===== src/rtl/router_merge.sv =====
// Four-to-one merge: a one-entry buffer per source, a round-robin arbiter and a
// valid/ready output register that tags each word with its source port index.
module router_merge #(
  parameter int DATA_WIDTH = 32
) (
  input  logic                  clk,
  input  logic                  resetn,
  input  logic [DATA_WIDTH-1:0] din0,
  input  logic [DATA_WIDTH-1:0] din1,
  input  logic [DATA_WIDTH-1:0] din2,
  input  logic [DATA_WIDTH-1:0] din3,
  input  logic [3:0]            din_en,
  output logic [3:0]            din_rdy,
  output logic [DATA_WIDTH-1:0] dout,
  output logic [1:0]            dout_addr,
  output logic                  dout_en,
  input  logic                  dout_rdy
);

  logic [3:0]            buf_v;
  logic [DATA_WIDTH-1:0] buf_d [4];
  logic [DATA_WIDTH-1:0] din_sel [4];
  logic [1:0]            ptr;
  logic [3:0]            grant;
  logic [1:0]            grant_idx;
  logic                  grant_any;
  logic [1:0]            cand;
  logic                  out_load;
  logic [3:0]            accept;
  logic                  vld_p1;
  logic [DATA_WIDTH-1:0] data_p1;
  logic [1:0]            addr_p1;

  assign din_sel[0] = din0;
  assign din_sel[1] = din1;
  assign din_sel[2] = din2;
  assign din_sel[3] = din3;

  // Rotating priority: the port after the last winner first, the last winner last.
  always_comb begin
    grant     = '0;
    grant_idx = '0;
    grant_any = 1'b0;
    cand      = '0;
    for (int k = 1; k <= 4; k++) begin
      cand = ptr + 2'(k);
      if (!grant_any && buf_v[cand]) begin
        grant[cand] = 1'b1;
        grant_idx   = cand;
        grant_any   = 1'b1;
      end
    end
  end

  assign out_load = ~vld_p1 | dout_rdy;
  assign din_rdy  = ~buf_v | (grant & {4{out_load}});
  assign accept   = din_en & din_rdy;

  // Stage p0 -> p1 control: buffer occupancy, arbiter pointer, output valid
  always_ff @(posedge clk or negedge resetn) begin
    if (!resetn) begin
      buf_v  <= '0;
      ptr    <= 2'd3;
      vld_p1 <= 1'b0;
    end else begin
      for (int i = 0; i < 4; i++) begin
        if (accept[i])
          buf_v[i] <= 1'b1;
        else if (grant[i] && out_load)
          buf_v[i] <= 1'b0;
      end
      if (out_load) begin
        vld_p1 <= grant_any;
        if (grant_any)
          ptr <= grant_idx;
      end
    end
  end

  // Stage p0 -> p1 data: buffer contents and output word
  always_ff @(posedge clk) begin
    for (int i = 0; i < 4; i++) begin
      if (accept[i])
        buf_d[i] <= din_sel[i];
    end
    if (out_load && grant_any) begin
      data_p1 <= buf_d[grant_idx];
      addr_p1 <= grant_idx;
    end
  end

  assign dout_en   = vld_p1;
  assign dout      = vld_p1 ? data_p1 : '0;
  assign dout_addr = vld_p1 ? addr_p1 : '0;

endmodule


===== config.mk =====
export PLATFORM = sky130hd
export DESIGN_NAME = router_merge
export DESIGN_NICKNAME = d
export VERILOG_FILES = /design/src/rtl/router_merge.sv
export SDC_FILE = /design/constraint.sdc
export NUM_CORES = 1
export LEC_CHECK = 0
export CAP_MARGIN = 0
export CORE_MARGIN = 10
export CORE_UTILIZATION = 35
export CTS_CLUSTER_DIAMETER = 200
export DETAILED_ROUTE_END_ITERATION = 8
export GPL_TIMING_DRIVEN = 0
export PLACE_DENSITY = 0.71
export REMOVE_ABC_BUFFERS = 1
export SYNTH_ARGS = -nofsm -noshare
export SYNTH_HDL_FRONTEND = slang
export SYNTH_SLANG_ARGS = --single-unit

===== constraint.sdc =====
create_clock -name clk -period 10.3 [get_ports clk]
set_clock_uncertainty 0.2 [all_clocks]
set_input_delay 2.06 -clock clk [delete_from_list [all_inputs] [get_ports clk]]
set_output_delay 2.06 -clock clk [all_outputs]
set_load 0.02 [all_outputs]

==> results of run 1 <==
## logic make-up after synthesis
logic type / Yosys count
adders and majority gates: 8
and+or+nand+nor: 98
muxes: 73
buffers and inverters: 52
DFF: 169
AOI/OAI and AO/OA: 122
## area by class of cell
class                      count  share of cell area, %
sequential                   169                   49.1
multi-input combinational    301                   22.7
timing repair buffer         180                   18.5
clock buffer                  17                   4.15
tap                          275                   3.35
clock inverter                15                   1.84
inverter                       9                  0.329
antenna                        1                 0.0244
## state kept, by name (all words and copies together), names as in the netlist
register,count
addr_p1,2
buf_d,128
buf_v,4
data_p1,32
dout_en,1
ptr,2
## worst reg2reg max path, stage by stage (launching register included)
cell	delay [ps]
dfstp_2	1310
inv_1	450
ha_1	720
mux2i_1	440
mux2_2	870
a21oi_4	160
nor2_8	720
mux2i_1	430
mux2i_1	130
## routing by layer
| metal | up-vias | wire, um | track usage (%) |
|---|---|---|---|
| met2 | 195 | 10700 | 24.9 |
| met3 | 17 | 1540 | 5.17 |
| met1 | 2498 | 8490 | 17.2 |
| met4 | 0 | 166 | 3.44 |
| met5 | - | 0 | 0 |
| li1 | 2336 | - | - |
## metrics by stage
| stage | utilization (%) | hold WS [ps] |
|---|---|---|
| 4_1_cts | 48.3 | 425 |
| 3_3_place_gp | 44.4 | 394 |
| 3_5_place_dp | 45.4 | 408 |
| 2_1_floorplan | - | 382 |
| 5_1_grt | 48.3 | 454 |
| 6_report | 48.4 | 420 |
## Yosys cell counts (4+ instances only)
master	count	area share [%]
and2_1	34	2.8
a21oi_1	36	2.4
clkbuf_1	19	0.94
mux2i_1	67	8.8
or2_1	4	0.33
a2bb2oi_1	4	0.46
o21ai_0	33	2.2
inv_1	9	0.44
buf_2	14	0.92
buf_6	4	0.59
a221oi_1	38	4.4
ha_1	8	1.3
dfrtp_1	5	1.6
o21a_1	4	0.39
nor2_1	10	0.49
nand3_1	32	2.1
edfxtp_1	162	64
mux4_2	4	1.2
nor2b_1	7	0.57
## power groups by stage
stage / clock [mW] / sequential [mW] / combinational [mW]
2_1_floorplan: 0 / 1.20 / 1.13
3_3_place_gp: 0 / 1.25 / 1.69
3_5_place_dp: 0 / 1.24 / 1.82
4_1_cts: 0.684 / 1.22 / 1.83
5_1_grt: 0.714 / 1.25 / 1.96
6_report: 0.671 / 1.22 / 1.80
## worst paths after layout
path | startpoint | end | slack (ps) | cells past startpoint
hold reg to reg | buf_d[3][24]$_DFFE_PP_ | data_p1[24]$_DFFE_PP_ | 420 | 2
max in group asynchronous | resetn | ptr[1]$_DFFE_PN1P_ | 7900 | 1
setup reg to reg | ptr[0]$_DFFE_PN1P_ | data_p1[23]$_DFFE_PP_ | 4580 | 8
hold / removal | buf_d[3][24]$_DFFE_PP_ | data_p1[24]$_DFFE_PP_ | 420 | 2
setup / recovery | ptr[0]$_DFFE_PN1P_ | din_rdy[1] | 2640 | 9
min in group asynchronous | resetn | dout_en$_DFFE_PN0P_ | 1700 | 1
==> results.md, run 1 <==
* Fin. Hold Viols at 0
* Largest net degree at the start of global routing at 50
* Clock Sinks at 169
* Simple-Gate Fraction of Synth Area at 7.54%
* Final ANT Viol Nets at 0
* Number of synthesized flops with an enable pin at 162
* Avg Inst Size Synth at 14.6 um^2
* Slew Viols, Final at 0
* Prevailing post-synth register cell: edfxtp_1
* H-tree depth at 4
* Crit path required time at 8040 ps
* Buffers on Ports at 173
* CP Class: flip-flop to output port
* Share of cells above drive strength 1 at 8.83%
* Nets at 821
* Crit start category: flip-flop
* Io pins at 174
* Die area at 28100 um^2
* CTS Hold Bufs at 0
* RSZ-0062 raised after global routing: false
* DRC Markers at 0
* CP max FO at 49
* Initial antenna violation count at 1
* Most used cell, CP: inv_1
* Initial core utilization at 35.9%
* Clk root buf: clkbuf_16
* Pre-antenna DRT Iters at 5
* Post-synthesis adder-cell area fraction at 1.31%
* P_leak at 3.63 nW
* Setup bufs post-CTS at 0
* Sequential Power Share at 33.1%
* Vias in the first global route at 5364
* Sequential Area at 5040 um^2
* Yosys warnings at 0
* Critical Path AT at 5400 ps
* Post-synthesis mux area share at 10.3%
* VDD IR-drop max at 0.000231 V
* Post-synthesis instance total at 522
* Fin worst setup slack at 2640 ps
* Largest family of logic cells by synthesized area: compound AO/OA/AOI/OAI gates
* Global placement routability congestion at 0.786
* Dpl ws at 3080 ps
* Clock share of power at 18.1%
* Status: completed
* Cts bufs inserted at 17
* Achievable clock frequency at 0.130 GHz
* Critical Path Sink Type: output port
* Net Sw Frac at 38.9%
* Fin crit share at 74.4%
* First-pass GRT wire length at 31700 um
* Clk_lat worst skew at 420 ps
* Comb pwr share at 48.8%
* Row cnt at 53
* Post-route cell area at 10300 um^2
* Slew headroom at 20.5%
* GRT overflow at 0
* Worst path max stage delay at 1310 ps
* P_int at 2.26 mW
* DPL Wire Length at 14000 um
* DRT Wirelength at 20900 um
* Area Growth Syn to Fin at 34.6%
* CTS-repair resized insts at 0
* Setup TNS at 0 ps
* Post-synthesis async set-or-reset flop share at 4.14%
* Tot GR Track Use at 14.6%
* Most frequent cells in the layout: clkdlybuf4s50_1 (173), edfxtp_1 (162), mux2i_1 (67)
* CTS tree: yes
* Die height at 168 um
* Fill count at 1848
* Vias per inst at 5.22
* Max_cap viols at 0
* Worst hold-check path type: flip-flop to flip-flop
* Unique masters post-synth at 36
* Final min period at 7660 ps
* Final-report setup violation count at 0
* Power after layout at 3.70 mW
* Core Box Area at 21200 um^2
* Most common cell after layout, fill and taps aside: clkdlybuf4s50_1
* Multi-input gate area at 2330 um^2
* Slew @ Worst Pin at 1190 ps
* Cell with the largest stage delay on the worst path: dfstp_2
* Placed cell count at 934
* Vias at 5046
* Placed cell area at 9640 um^2
* Sequential share of the synthesized area at 66.2%
* Critical path cell sequence: inv_1 -> ha_1 -> mux4_2 -> or2_4 -> nor2_4 -> a2bb2oi_1 -> o21a_1 -> inv_1 -> clkdlybuf4s50_1
* Detailed Route Iter0 Violations at 283
* Power Dens Cells at 360 nW/um^2
* Fin cells at 967
* Routed WL per cell at 21.6 um
* Net Sw Power at 1.44 mW
* Clock tree buffer depth at 2
* Worst Path Buf+Inv at 3
* Die X at 168 um
* Post-synthesis cell area at 7620 um^2
* Post-synthesis xor/xnor area fraction at 0%
* CP delay by family, top: flip-flops
* Worst-path clk slew at 70 ps
* Synth Area in Compound Gates at 10.7%
* #FFs+latches synth at 169
(Power assumes the default switching activity.)
==> run 2, diff against run 1 <==
==> constraint.sdc (replaced) <==
create_clock -name clk -period 7.76 [get_ports clk]
set_clock_uncertainty 0.2 [all_clocks]
set_input_delay 1.552 -clock clk [delete_from_list [all_inputs] [get_ports clk]]
set_output_delay 1.552 -clock clk [all_outputs]
set_load 0.02 [all_outputs]
==> results of run 2 <==
The final DEF is identical to that of run 1. Status: completed.
Among the figures that moved: setup slack after placement 3080 ps -> 1040 ps; setup slack after layout 2640 ps -> 603 ps; register-to-register setup slack 4580 ps -> 2040 ps; total power 3.70 mW -> 4.91 mW; worst IR drop on VDD 0.000231 V -> 0.000306 V
==> run 3, diff against run 2 <==
--- a/config.mk
+++ b/config.mk
@@ -6,9 +6,10 @@
 export NUM_CORES = 1
 export LEC_CHECK = 0
 export CAP_MARGIN = 0
+export CORE_ASPECT_RATIO = 0.75
 export CORE_MARGIN = 10
 export CORE_UTILIZATION = 35
-export CTS_CLUSTER_DIAMETER = 200
+export CTS_CLUSTER_DIAMETER = 40
 export DETAILED_ROUTE_END_ITERATION = 8
 export GPL_TIMING_DRIVEN = 0
 export PLACE_DENSITY = 0.71
==> results.md, run 3 (synthesized netlist as in run 1, its figures left out) <==
* Largest net degree at the start of global routing at 50 (unchanged)
* Sequential Power Share at 33.3% (+0.2 points)
* CP Class: flip-flop to output port
* CTS tree: yes
* Crit path required time at 6010 ps
* Fill count at 1817 (-1.7%)
* Routed WL per cell at 21.4 um (-1.2%)
* Die X at 190 um (+14%)
* Setup TNS at 0 ps (unchanged)
* Power Dens Cells at 475 nW/um^2
* Worst hold path stage count at 2 (unchanged)
* Most frequent cells in the layout: clkdlybuf4s50_1 (173), edfxtp_1 (162), mux2i_1 (67)
* Achievable clock frequency at 0.139 GHz
* Post-route core utilization at 48.1% (-0.23 points)
* Most common cell after layout, fill and taps aside: clkdlybuf4s50_1
* Slew Viols, Final at 0 (unchanged)
* Crit start category: flip-flop
* Largest register by flop count: buf_d
* Fin crit share at 92.5%
* Share of cells above drive strength 1 at 8.70% (-0.13 points)
* Initial core utilization at 35.8% (-0.13 points)
* Worst hold-check path type: flip-flop to flip-flop
* Critical Path AT at 5420 ps (+20 ps)
* Slew @ Worst Pin at 1200 ps (+14.7 ps)
* P_leak at 3.61 nW (-0.36%)
* Final min period at 7170 ps
* Antenna Cells at 0 (-1)
* Setup bufs post-CTS at 0 (unchanged)
* Row cnt at 46 (-13%)
* H-tree depth at 4 (unchanged)
* Clk root buf: clkbuf_16
* Comb pwr share at 49.1% (+0.3 points)
* Max_cap viols at 0 (unchanged)
* Biggest regs: buf_d x128, data_p1 x32, buf_v x4
* Worst path max stage delay at 1320 ps (about the same)
* Crit Reg-Reg Endpoint: data_p1[10]$_DFFE_PP_
* R2R depth at 8 (unchanged)
* DRC Markers at 0 (unchanged)
* Clock share of power at 17.6% (-0.5 points)
* Net Sw Frac at 39.6%
* Final-report setup violation count at 0 (unchanged)
* Io pins at 174 (unchanged)
* Nets at 820 (-0.12%)
* Post-route cell area at 10200 um^2 (-0.12%)
* Area Growth Syn to Fin at 34.5%
* Max FFs per register at 128 (unchanged)
* Critical Path Sink Type: output port
* Clock tree buffer depth at 2 (unchanged)
* Reg2reg start: ptr[0]$_DFFE_PN1P_
* Detailed Route Iter0 Violations at 415 (+47%)
* RSZ-0062 raised after global routing: false
* Die height at 148 um (-12%)
* Clk_lat worst skew at 430 ps (about the same)
* Reg2Reg Setup Slack at 1930 ps
* Final ANT Viol Nets at 0 (unchanged)
* Vias in the first global route at 5282 (-1.5%)
* CP max FO at 49 (unchanged)
* CTS-repair resized insts at 0 (unchanged)
* Vias per inst at 5.11 (-2.2%)
* Net Sw Power at 1.93 mW
* Placed cell area at 9660 um^2 (+0.14%)
* Status: completed
* Clock Sinks at 169 (unchanged)
* Slew headroom at 19.7% (-0.80 points)
* DRT Wirelength at 20900 um (about the same)
* Pre-antenna DRT Iters at 7 (+2)
* Worst setup path startpoint: ptr[0]$_DFFE_PN1P_
* Global placement routability congestion at 0.759 (-3.5%)
* Fin cells at 978 (+1.1%)
* Vias at 4993 (-1.1%)
* Worst setup path endpoint: din_rdy[0]
* P_int at 2.94 mW
* Initial antenna violation count at 0 (-1)
* Fin. Hold Viols at 0 (unchanged)
* Buffers on Ports at 173 (unchanged)
* Placed cell count at 946 (+1.3%)
* Cell with the largest stage delay on the worst path: dfstp_2
* First-pass GRT wire length at 31400 um (-1.1%)
* Worst-path clk slew at 70 ps (about the same)
* CTS Hold Bufs at 0 (unchanged)
* Hold slack at 414 ps (-5.94 ps)
* Core Box Area at 21300 um^2 (+0.35%)
* Tot GR Track Use at 14.8% (+0.14 points)
* Most used cell, CP: inv_1
* Cts bufs inserted at 17 (unchanged)
* Die area at 28100 um^2 (+0.22%)
* Critical path cell sequence: inv_1 -> ha_1 -> mux4_2 -> or2_4 -> nor2_4 -> a2bb2oi_1 -> o21a_1 -> inv_1 -> clkdlybuf4s50_1
* DPL Wire Length at 13900 um (about the same)
* VDD IR-drop max at 0.000251 V
* GRT overflow at 0 (unchanged)
## run 3: worst min path at each step
stage	from	endpoint	slack (ps)
5_1_grt	buf_d[3][11]$_DFFE_PP_	data_p1[11]$_DFFE_PP_	440
6_report	buf_d[3][17]$_DFFE_PP_	data_p1[17]$_DFFE_PP_	410
3_3_place_gp	buf_d[3][14]$_DFFE_PP_	data_p1[14]$_DFFE_PP_	390
3_5_place_dp	buf_d[3][17]$_DFFE_PP_	data_p1[17]$_DFFE_PP_	400
2_1_floorplan	buf_d[3][0]$_DFFE_PP_	data_p1[0]$_DFFE_PP_	380
4_1_cts	buf_d[3][17]$_DFFE_PP_	data_p1[17]$_DFFE_PP_	410
## run 3: area by class of cell
type | instances | area, um^2 | share of cell area (%)
Tap cell | 288 | 360 | 3.52
Sequential cell | 169 | 5040 | 49.2
Clock buffer | 18 | 429 | 4.19
Timing Repair Buffer | 179 | 1890 | 18.4
Multi-Input combinational cell | 301 | 2330 | 22.8
Clock inverter | 14 | 161 | 1.57
Inverter | 9 | 33.8 | 0.330
## run 3: through the flow
step                      total power [mW]  setup WS, ps
final                                 4.87           585
after global routing                  5.16           294
after CTS                             4.91           655
after detailed placement              4.05          1120
after global placement                3.89          -976
after floorplan                       3.10          1990
## run 3: power by group through the flow
| stage | clock network [mW] | logic, mW | registers, mW |
|---|---|---|---|
| final | 0.855 | 2.39 | 1.62 |
| after floorplan | 0 | 1.51 | 1.59 |
| after global placement | 0 | 2.24 | 1.65 |
| after detailed placement | 0 | 2.41 | 1.64 |
| after global routing | 0.913 | 2.59 | 1.66 |
| after CTS | 0.873 | 2.42 | 1.62 |
## run 3: critical path: cells and delay by family (launching register included)
| kind | cells | cell delay, ps |
|---|---|---|
| multiplexers | 1 | 920 |
| flip-flops | 1 | 1320 |
| AND/OR/NAND/NOR | 2 | 570 |
| AO/OA/AOI/OAI | 2 | 310 |
| adder cells (fa/ha/maj) | 1 | 740 |
| buffers and inverters | 3 | 1110 |
## run 3: metal layers
metal	GRT usage (%)	wire, um
met4	3.65	170
met5	0	0
met3	5.05	1680
met2	23.3	9780
met1	19.0	9290
